--- config.mk ---
export PLATFORM = sky130hd
export DESIGN_NAME = fb_scan_arbiter_flat
export DESIGN_NICKNAME = d
export VERILOG_FILES = /design/src/rtl/fb_pkg.sv /design/src/rtl/fb_scan_arbiter_if.sv /design/src/rtl/fb_scan_arbiter_line_buffer.sv /design/src/rtl/fb_scan_arbiter.sv /design/src/flat_wrapper.sv
export SDC_FILE = /design/constraint.sdc
export NUM_CORES = 2
export LEC_CHECK = 0
export CORE_UTILIZATION = 45
export DETAILED_ROUTE_END_ITERATION = 16
export DONT_BUFFER_PORTS = 1
export MAX_ROUTING_LAYER = met4
export PLACE_DENSITY = 0.59
export SYNTH_ARGS = -nofsm -noshare
export SYNTH_HDL_FRONTEND = slang
export SYNTH_SLANG_ARGS = --single-unit
--- constraint.sdc ---
create_clock -name vgaclk -period 3.4 [get_ports vgaclk]
set_clock_uncertainty 0.2 [all_clocks]
set_input_delay 0.68 -clock vgaclk [delete_from_list [all_inputs] [get_ports vgaclk]]
set_output_delay 0.68 -clock vgaclk [all_outputs]
set_load 0.005 [all_outputs]
--- src/rtl/fb_pkg.sv ---
// Shared constants and types for the framebuffer scan-out arbiter.
package fb_pkg;

   localparam int unsigned FB_W        = 160;
   localparam int unsigned FB_H        = 120;
   localparam int unsigned SCALE_SHIFT = 2;
   localparam int unsigned FB_AW       = 15;
   localparam int unsigned H_ACTIVE    = 640;
   localparam int unsigned H_TOTAL     = 800;
   localparam int unsigned V_ACTIVE    = 480;
   localparam int unsigned V_TOTAL     = 525;
   localparam int unsigned FETCH_START = 640;

   typedef enum logic [1:0] {IDLE, FETCH, DRAIN} fetch_state_t;

   typedef logic [7:0] pixel_t;

endpackage

--- src/rtl/fb_scan_arbiter_if.sv ---
// Write-requester and framebuffer-memory bus; master is the arbiter side.
interface fb_scan_arbiter_if;
   import fb_pkg::*;

   logic             wr_req;
   logic [FB_AW-1:0] wr_addr;
   pixel_t           wr_data;
   logic             wr_ack;
   logic [FB_AW-1:0] mem_addr;
   logic             mem_we;
   pixel_t           mem_wdata;
   pixel_t           mem_rdata;

   modport master (
      input  wr_req, wr_addr, wr_data, mem_rdata,
      output wr_ack, mem_addr, mem_we, mem_wdata
   );

   modport slave (
      output wr_req, wr_addr, wr_data, mem_rdata,
      input  wr_ack, mem_addr, mem_we, mem_wdata
   );

endinterface

--- src/rtl/fb_scan_arbiter_line_buffer.sv ---
// Ping-pong line buffer: two banks, one write port, one registered read port
// whose output is zeroed by a registered valid.
module line_buffer
   import fb_pkg::*;
#(
   parameter int unsigned DEPTH = 160,
   parameter int unsigned IDX_W = 8
) (
   input  logic             clk,
   input  logic             rst,
   input  logic             wr_en,
   input  logic             wr_bank,
   input  logic [IDX_W-1:0] wr_idx,
   input  pixel_t           wr_data,
   input  logic             rd_valid,
   input  logic             rd_bank,
   input  logic [IDX_W-1:0] rd_idx,
   output pixel_t           rd_data
);

   pixel_t mem [2][DEPTH];
   pixel_t rd_q, rd_d;
   logic   valid_q, valid_d;

   always_comb begin
      rd_d    = mem[rd_bank][rd_idx];
      valid_d = rd_valid;
   end

   // Storage and read register are not reset.
   always_ff @(posedge clk) begin
      if (wr_en) mem[wr_bank][wr_idx] <= wr_data;
      rd_q <= rd_d;
   end

   always_ff @(posedge clk or posedge rst) begin
      if (rst) valid_q <= 1'b0;
      else     valid_q <= valid_d;
   end

   always_comb begin
      rd_data = valid_q ? rd_q : '0;
   end

endmodule

--- src/rtl/fb_scan_arbiter.sv ---
// Shares the single-port framebuffer between per-line prefetch into a
// ping-pong line buffer and a drawing-engine writer; drives the VGA pixel.
module fb_scan_arbiter
   import fb_pkg::*;
#(
   parameter int unsigned FB_W        = fb_pkg::FB_W,
   parameter int unsigned FB_H        = fb_pkg::FB_H,
   parameter int unsigned SCALE_SHIFT = fb_pkg::SCALE_SHIFT
) (
   input  logic                 vgaclk,
   input  logic                 rst,
   input  logic [9:0]           hc,
   input  logic [9:0]           vc,
   fb_scan_arbiter_if.master    bus,
   output pixel_t               pix_out,
   output logic                 fetch_busy
);

   localparam int unsigned IDX_W        = $clog2(FB_W);
   localparam logic [9:0]  H_LAST       = 10'(H_TOTAL - 1);
   localparam logic [9:0]  V_LAST       = 10'(V_TOTAL - 1);
   localparam logic [9:0]  V_LAST_FETCH = 10'((FB_H << SCALE_SHIFT) - 1);

   fetch_state_t     state_q, state_d;
   logic [IDX_W-1:0] col_q, col_d;
   logic [FB_AW-1:0] fetch_addr_q, fetch_addr_d;
   logic             bank_q, bank_d;
   logic             lb_we_q, lb_we_d;
   logic [IDX_W-1:0] lb_idx_q, lb_idx_d;
   logic [9:0]       nhc, nvc;
   logic             win, start, tgt_bank, disp_valid;

   always_comb begin
      nhc = (hc == H_LAST) ? '0 : hc + 10'd1;
      nvc = vc;
      if (hc == H_LAST) nvc = (vc == V_LAST) ? '0 : vc + 10'd1;
      win = ((vc[SCALE_SHIFT-1:0] == '1) && (vc < V_LAST_FETCH)) || (vc == V_LAST);
      // Bit 0 of (vc>>SCALE_SHIFT)+1 is the inverse of vc[SCALE_SHIFT].
      tgt_bank   = (vc == V_LAST) ? 1'b0 : ~vc[SCALE_SHIFT];
      // Entry is decided one cycle early so the reads occupy hc 640..799.
      start      = (state_q == IDLE) && (nhc == 10'(FETCH_START)) && win;
      disp_valid = (nhc < 10'(H_ACTIVE)) && (nvc < 10'(V_ACTIVE));
   end

   always_comb begin
      state_d       = state_q;
      col_d         = col_q;
      fetch_addr_d  = fetch_addr_q;
      bank_d        = bank_q;
      lb_we_d       = (state_q == FETCH);
      lb_idx_d      = col_q;
      bus.mem_addr  = '0;
      bus.mem_we    = 1'b0;
      bus.mem_wdata = '0;
      bus.wr_ack    = 1'b0;
      fetch_busy    = (state_q != IDLE);

      case (state_q)
         IDLE: begin
            if (start) begin
               state_d = FETCH;
               col_d   = '0;
               bank_d  = tgt_bank;
               if (vc == V_LAST) fetch_addr_d = '0;
            end
         end
         FETCH: begin
            bus.mem_addr = fetch_addr_q;
            fetch_addr_d = fetch_addr_q + FB_AW'(1);
            if (col_q == IDX_W'(FB_W - 1)) state_d = DRAIN;
            else                            col_d   = col_q + IDX_W'(1);
         end
         DRAIN:   state_d = IDLE;
         default: state_d = IDLE;
      endcase

      if ((state_q != FETCH) && bus.wr_req) begin
         bus.mem_we    = 1'b1;
         bus.mem_addr  = bus.wr_addr;
         bus.mem_wdata = bus.wr_data;
         bus.wr_ack    = 1'b1;
      end
   end

   always_ff @(posedge vgaclk or posedge rst) begin
      if (rst) begin
         state_q      <= IDLE;
         col_q        <= '0;
         fetch_addr_q <= '0;
         bank_q       <= 1'b0;
         lb_we_q      <= 1'b0;
         lb_idx_q     <= '0;
      end else begin
         state_q      <= state_d;
         col_q        <= col_d;
         fetch_addr_q <= fetch_addr_d;
         bank_q       <= bank_d;
         lb_we_q      <= lb_we_d;
         lb_idx_q     <= lb_idx_d;
      end
   end

   line_buffer #(
      .DEPTH (FB_W),
      .IDX_W (IDX_W)
   ) u_line_buffer (
      .clk      (vgaclk),
      .rst      (rst),
      .wr_en    (lb_we_q),
      .wr_bank  (bank_q),
      .wr_idx   (lb_idx_q),
      .wr_data  (bus.mem_rdata),
      .rd_valid (disp_valid),
      .rd_bank  (nvc[SCALE_SHIFT]),
      .rd_idx   (IDX_W'(nhc >> SCALE_SHIFT)),
      .rd_data  (pix_out)
   );

endmodule
--- src/flat_wrapper.sv ---
// flat-port wrapper written by rule: the top's interface ports become plain ports
module fb_scan_arbiter_flat import fb_pkg::*;
#(
   parameter int unsigned FB_W        = fb_pkg::FB_W,
   parameter int unsigned FB_H        = fb_pkg::FB_H,
   parameter int unsigned SCALE_SHIFT = fb_pkg::SCALE_SHIFT
)
  (vgaclk, rst, hc, vc, pix_out, fetch_busy, bus_wr_req, bus_wr_addr, bus_wr_data, bus_mem_rdata, bus_wr_ack, bus_mem_addr, bus_mem_we, bus_mem_wdata);
  fb_scan_arbiter_if bus_i ();
  input  logic vgaclk;
  input  logic rst;
  input  logic [9:0] hc;
  input  logic [9:0] vc;
  output pixel_t pix_out;
  output logic fetch_busy;
  input wire logic [$bits(bus_i.wr_req)-1:0] bus_wr_req;
  input wire logic [$bits(bus_i.wr_addr)-1:0] bus_wr_addr;
  input wire logic [$bits(bus_i.wr_data)-1:0] bus_wr_data;
  input wire logic [$bits(bus_i.mem_rdata)-1:0] bus_mem_rdata;
  output wire logic [$bits(bus_i.wr_ack)-1:0] bus_wr_ack;
  output wire logic [$bits(bus_i.mem_addr)-1:0] bus_mem_addr;
  output wire logic [$bits(bus_i.mem_we)-1:0] bus_mem_we;
  output wire logic [$bits(bus_i.mem_wdata)-1:0] bus_mem_wdata;
  assign bus_i.wr_req = bus_wr_req;
  assign bus_i.wr_addr = bus_wr_addr;
  assign bus_i.wr_data = bus_wr_data;
  assign bus_i.mem_rdata = bus_mem_rdata;
  assign bus_wr_ack = bus_i.wr_ack;
  assign bus_mem_addr = bus_i.mem_addr;
  assign bus_mem_we = bus_i.mem_we;
  assign bus_mem_wdata = bus_i.mem_wdata;
  fb_scan_arbiter #(.FB_W(FB_W), .FB_H(FB_H), .SCALE_SHIFT(SCALE_SHIFT)) u_core (.vgaclk(vgaclk), .rst(rst), .hc(hc), .vc(vc), .bus(bus_i), .pix_out(pix_out), .fetch_busy(fetch_busy));
endmodule
==> metrics.md <==
| Metric | Value |
|---|---|
| Status | `complete, but fails checks` |
| Failing checks | `hold timing, slew limit, setup timing` |
| Number of enable flip-flop cells after synthesis | `approximately 2600` |
| Slew margin rel. | `-30.8%` |
| Leak pwr | `44.0 nW` |
| First DRT Iteration DRCs | `between 10000 and 15000` |
| Worst-path cell chain | `and4bb_2 -> nand4_1 -> o22a_4 -> buf_12 -> buf_12 -> buf_12 -> buf_4 -> nand3_1 -> and3_1 -> nor4_1 -> buf_4 -> nor3_1 -> nand2_1 -> nor3_2 -> or3_1` |
| Pin count of the biggest net entering global routing | `321` |
| Worst EP required | `between 4 and 5 ns` |
| Clock Path Buffers | `4` |
| Worst-path maximum fanout | `24` |
| Pins Over Slew Limit | `roughly 210` |
| Synth cell types | `84` |
| Fmax | `about 0.28 GHz` |
| Reg area | `77900 µm²` |
| Ys Warns | `0` |
| Layout cells sized above 1 | `approximately a fifth` |
| Crit share post-route | `103%` |
| Setup_tns | `-0.159 ns` |
| Initial antenna violation count | `16` |
| Count of port buffers added during placement | `0` |
| Sequential area share after synthesis | `74.4%` |
| NetSw | `16.5 mW` |
| Max VDD drop | `413 µV` |
| Seq pwr share | `~50%` |
| Overall routing resource usage | `around a third` |
| Clk sinks | `2604` |
| First-pass GRT wire length | `around 520000 µm` |
| DR pass1 iterations | `9` |
| Critical path's largest stage delay | `approximately 0.53 ns` |
| Fill cells | `around 19000` |
| WS Path Type | `primary input to flip-flop` |
| Overflow after GRT | `0` |
| Async set-or-reset flop fraction in the synthesized netlist | `1.38%` |
| Hpwl dp | `roughly 240000 µm` |
| Core Util, Final | `a little under three fifths` |
| Multi-input logic area | `25000 µm²` |
| Crit path DAT | `roughly 4.2 ns` |
| Place WS | `-1.81 ns` |
| Synthesized instance count | `approximately 7600` |
| CTS H-tree depth | `5` |
| Net Count, Synth | `between 7000 and 8000` |
| Primary FF master, synth | `edfxtp_1` |
| Clk root buf | `clkbuf_16` |
| Final WL | `373000 µm` |
| Clock Latency Late Sink | `roughly 0.94 ns` |
| Cell mode on critical path | `buf_12` |
| Cell Int Power | `roughly 55 mW` |
| Die area | `~230000 µm²` |
| Clock power frac | `between 40% and 50%` |
| Clk slew on worst S/H paths | `~0.060 ns` |
| Avg Vias per Cell | `approximately 6.3` |
| Chip Width | `around 480 µm` |
| Crit. End Element | `flip-flop` |
| Crit-path slowest cell | `nor3_1` |
| ANT nets after route | `0` |
| Share of total power in combinational logic | `a little over 8%` |
| Area Overhead vs Synth | `21.8%` |
| CP startpoint kind | `primary input` |
| Final Hold Viols | `between 150 and 200` |
| Syn_area_per_cell | `approximately 14 µm²` |
| Total power | `about 71 mW` |
| Seq cells post-synth | `between 2000 and 3000` |
| Hold slack | `-0.340 ns` |
| Placer Congestion | `0.980` |
| PD cells | `between 500 and 600 nW/µm²` |
| Worst Max-Slew Pin Slew | `1.96 ns` |
| Total of max-cap violations | `0` |
| DR DRC count | `0` |
| Site row count | `176` |
| CTS Buf Count | `between 200 and 300` |
| Via Count | `about 74000` |
| Switching Fraction | `about 23%` |
| CTS tree | `done` |
| Setup slack after layout | `-0.118 ns` |
| I/O pin count | `88` |
| Synth Cell Area | `approximately 100000 µm²` |
| Final Critical Period | `approximately 3.5 ns` |
| Hold Crit Class | `primary input to flip-flop` |
| Layout Nets | `slightly below 9000` |
| Initial Util | `around 45%` |
| Core area | `231000 µm²` |
| Setup Viol. Count Final | `3` |
| Number of global-route vias before repair | `approximately 70000` |
| Routed WL per cell | `roughly 31 µm` |
| Die H | `roughly 480 µm` |
[cells in the mapped netlist (all sizes together), types with 76 or more instances]
cell type  count  area share [%]
o221ai       249             2.1
a21oi        364             1.7
nor3         105            0.50
nor4         102            0.63
a31oi         76            0.45
o22ai        156            0.93
edfxtp      2560              73
nand3        565             2.7
mux2i        279             2.7
o21ai        157            0.75
clkbuf       323             1.2
nand2       1267             4.5
nor2         449             1.6
buf          222             1.1
[worst paths after layout]
check / cells after the start / endpoint / from / slack (ns)
max in group asynchronous: 2 / u_core.lb_idx_q[7] / rst / 2.21
max: 15 / u_core.u_line_buffer.rd_q[1] / hc[7] / -0.12
min in group asynchronous: 2 / u_core.state_q[1] / rst / 0.21
min reg2reg: 0 / u_core.lb_idx_q[2] / u_core.col_q[2] / 0.24
min: 0 / u_core.u_line_buffer.mem[0][424] / bus_mem_rdata[0] / -0.34
max reg2reg: 12 / u_core.u_line_buffer.rd_q[5] / u_core.u_line_buffer.mem[1][1045] / 0.40
[sequential cells by signal (all words and copies together) (netlist names)]
name,count
u_core.lb_we_q,1
u_core.state_q,2
u_core.u_line_buffer.valid_q,1
u_core.lb_idx_q,8
u_core.col_q,8
u_core.fetch_addr_q,15
u_core.u_line_buffer.rd_q,8
u_core.u_line_buffer.mem,2560
u_core.bank_q,1
[power by group through the flow]
stage	combinational (mW)	sequential [mW]	clock [mW]
floorplan	2.30	36.0	0
global placement	5.16	36.0	0
detailed placement	5.18	36.0	0
CTS	5.24	35.4	30.3
global route	6.08	35.4	31.5
finish	5.91	35.4	30.1
[area by class of cell]
| class | instances | area share (%) |
|---|---|---|
| clock inverters | 123 | 0.760 |
| inverters | 35 | 0.103 |
| repair buffers | 1295 | 9.23 |
| multi-input cells | 4379 | 19.6 |
| flip-flops and latches | 2604 | 61.1 |
| clock buffers | 382 | 6.24 |
| diodes | 22 | 0.0431 |
| well taps | 3026 | 2.97 |
[stage by stage]
stage                     instance area (µm²)  std cells
after floorplan                        105000       7563
after global placement                 118000      11300
after detailed placement               118000      11300
after CTS                              127000      11800
after global routing                   128000      11900
final                                  128000      11900
[what timing repair did]
action                                   CTS  global route
endpoints found under the setup margin     7             8
pin swaps                                  5            15
gates cloned                               1             2
buffers inserted                           4            12
hold buffers                               2            17
gates resized for setup                   27            41
endpoints found under the hold margin   2514          1263
[metal layers]
layer	track usage [%]	wire [µm]
met1	42.3	145000
met2	47.8	170000
met3	6.24	39600
met4	14.1	18500
met5	-	0
[logic make-up (layout without fill, tap and decap cells)]
family                     Yosys count  in the layout  share of synthesized area (%)
xor gates and xnor gates            18             18                          0.150
buffers and inverters              580           1835                           2.34
and+or+nand+nor                   2696           2696                           11.3
other                                0             22                              0
muxes                              304            304                           2.94
AOI/OAI and AO/OA                 1359           1359                           8.86
DFF                               2604           2604                           74.4
adders and majority gates            2              2                         0.0239
[critical path, delay by kind of cell]
family | cells | cell delay, ns
AOI/OAI and AO/OA | 1 | 0.35
and+or+nand+nor | 9 | 2.23
buffers and inverters | 5 | 0.84
[cells in the final DEF (no fill, tap or decap), drive strengths merged, types with 50 or more instances in the layout]
cell / n
nand2: 1267
edfxtp: 2560
nand3: 565
and3: 57
o22ai: 156
a31oi: 76
a21oi: 364
mux2i: 279
nand4: 50
clkinv: 100
o211ai: 54
nor3: 105
buf: 1288
o221ai: 249
nor4: 102
nor2: 449
clkbuf: 384
o21ai: 157
(Power assumes the default switching activity.)
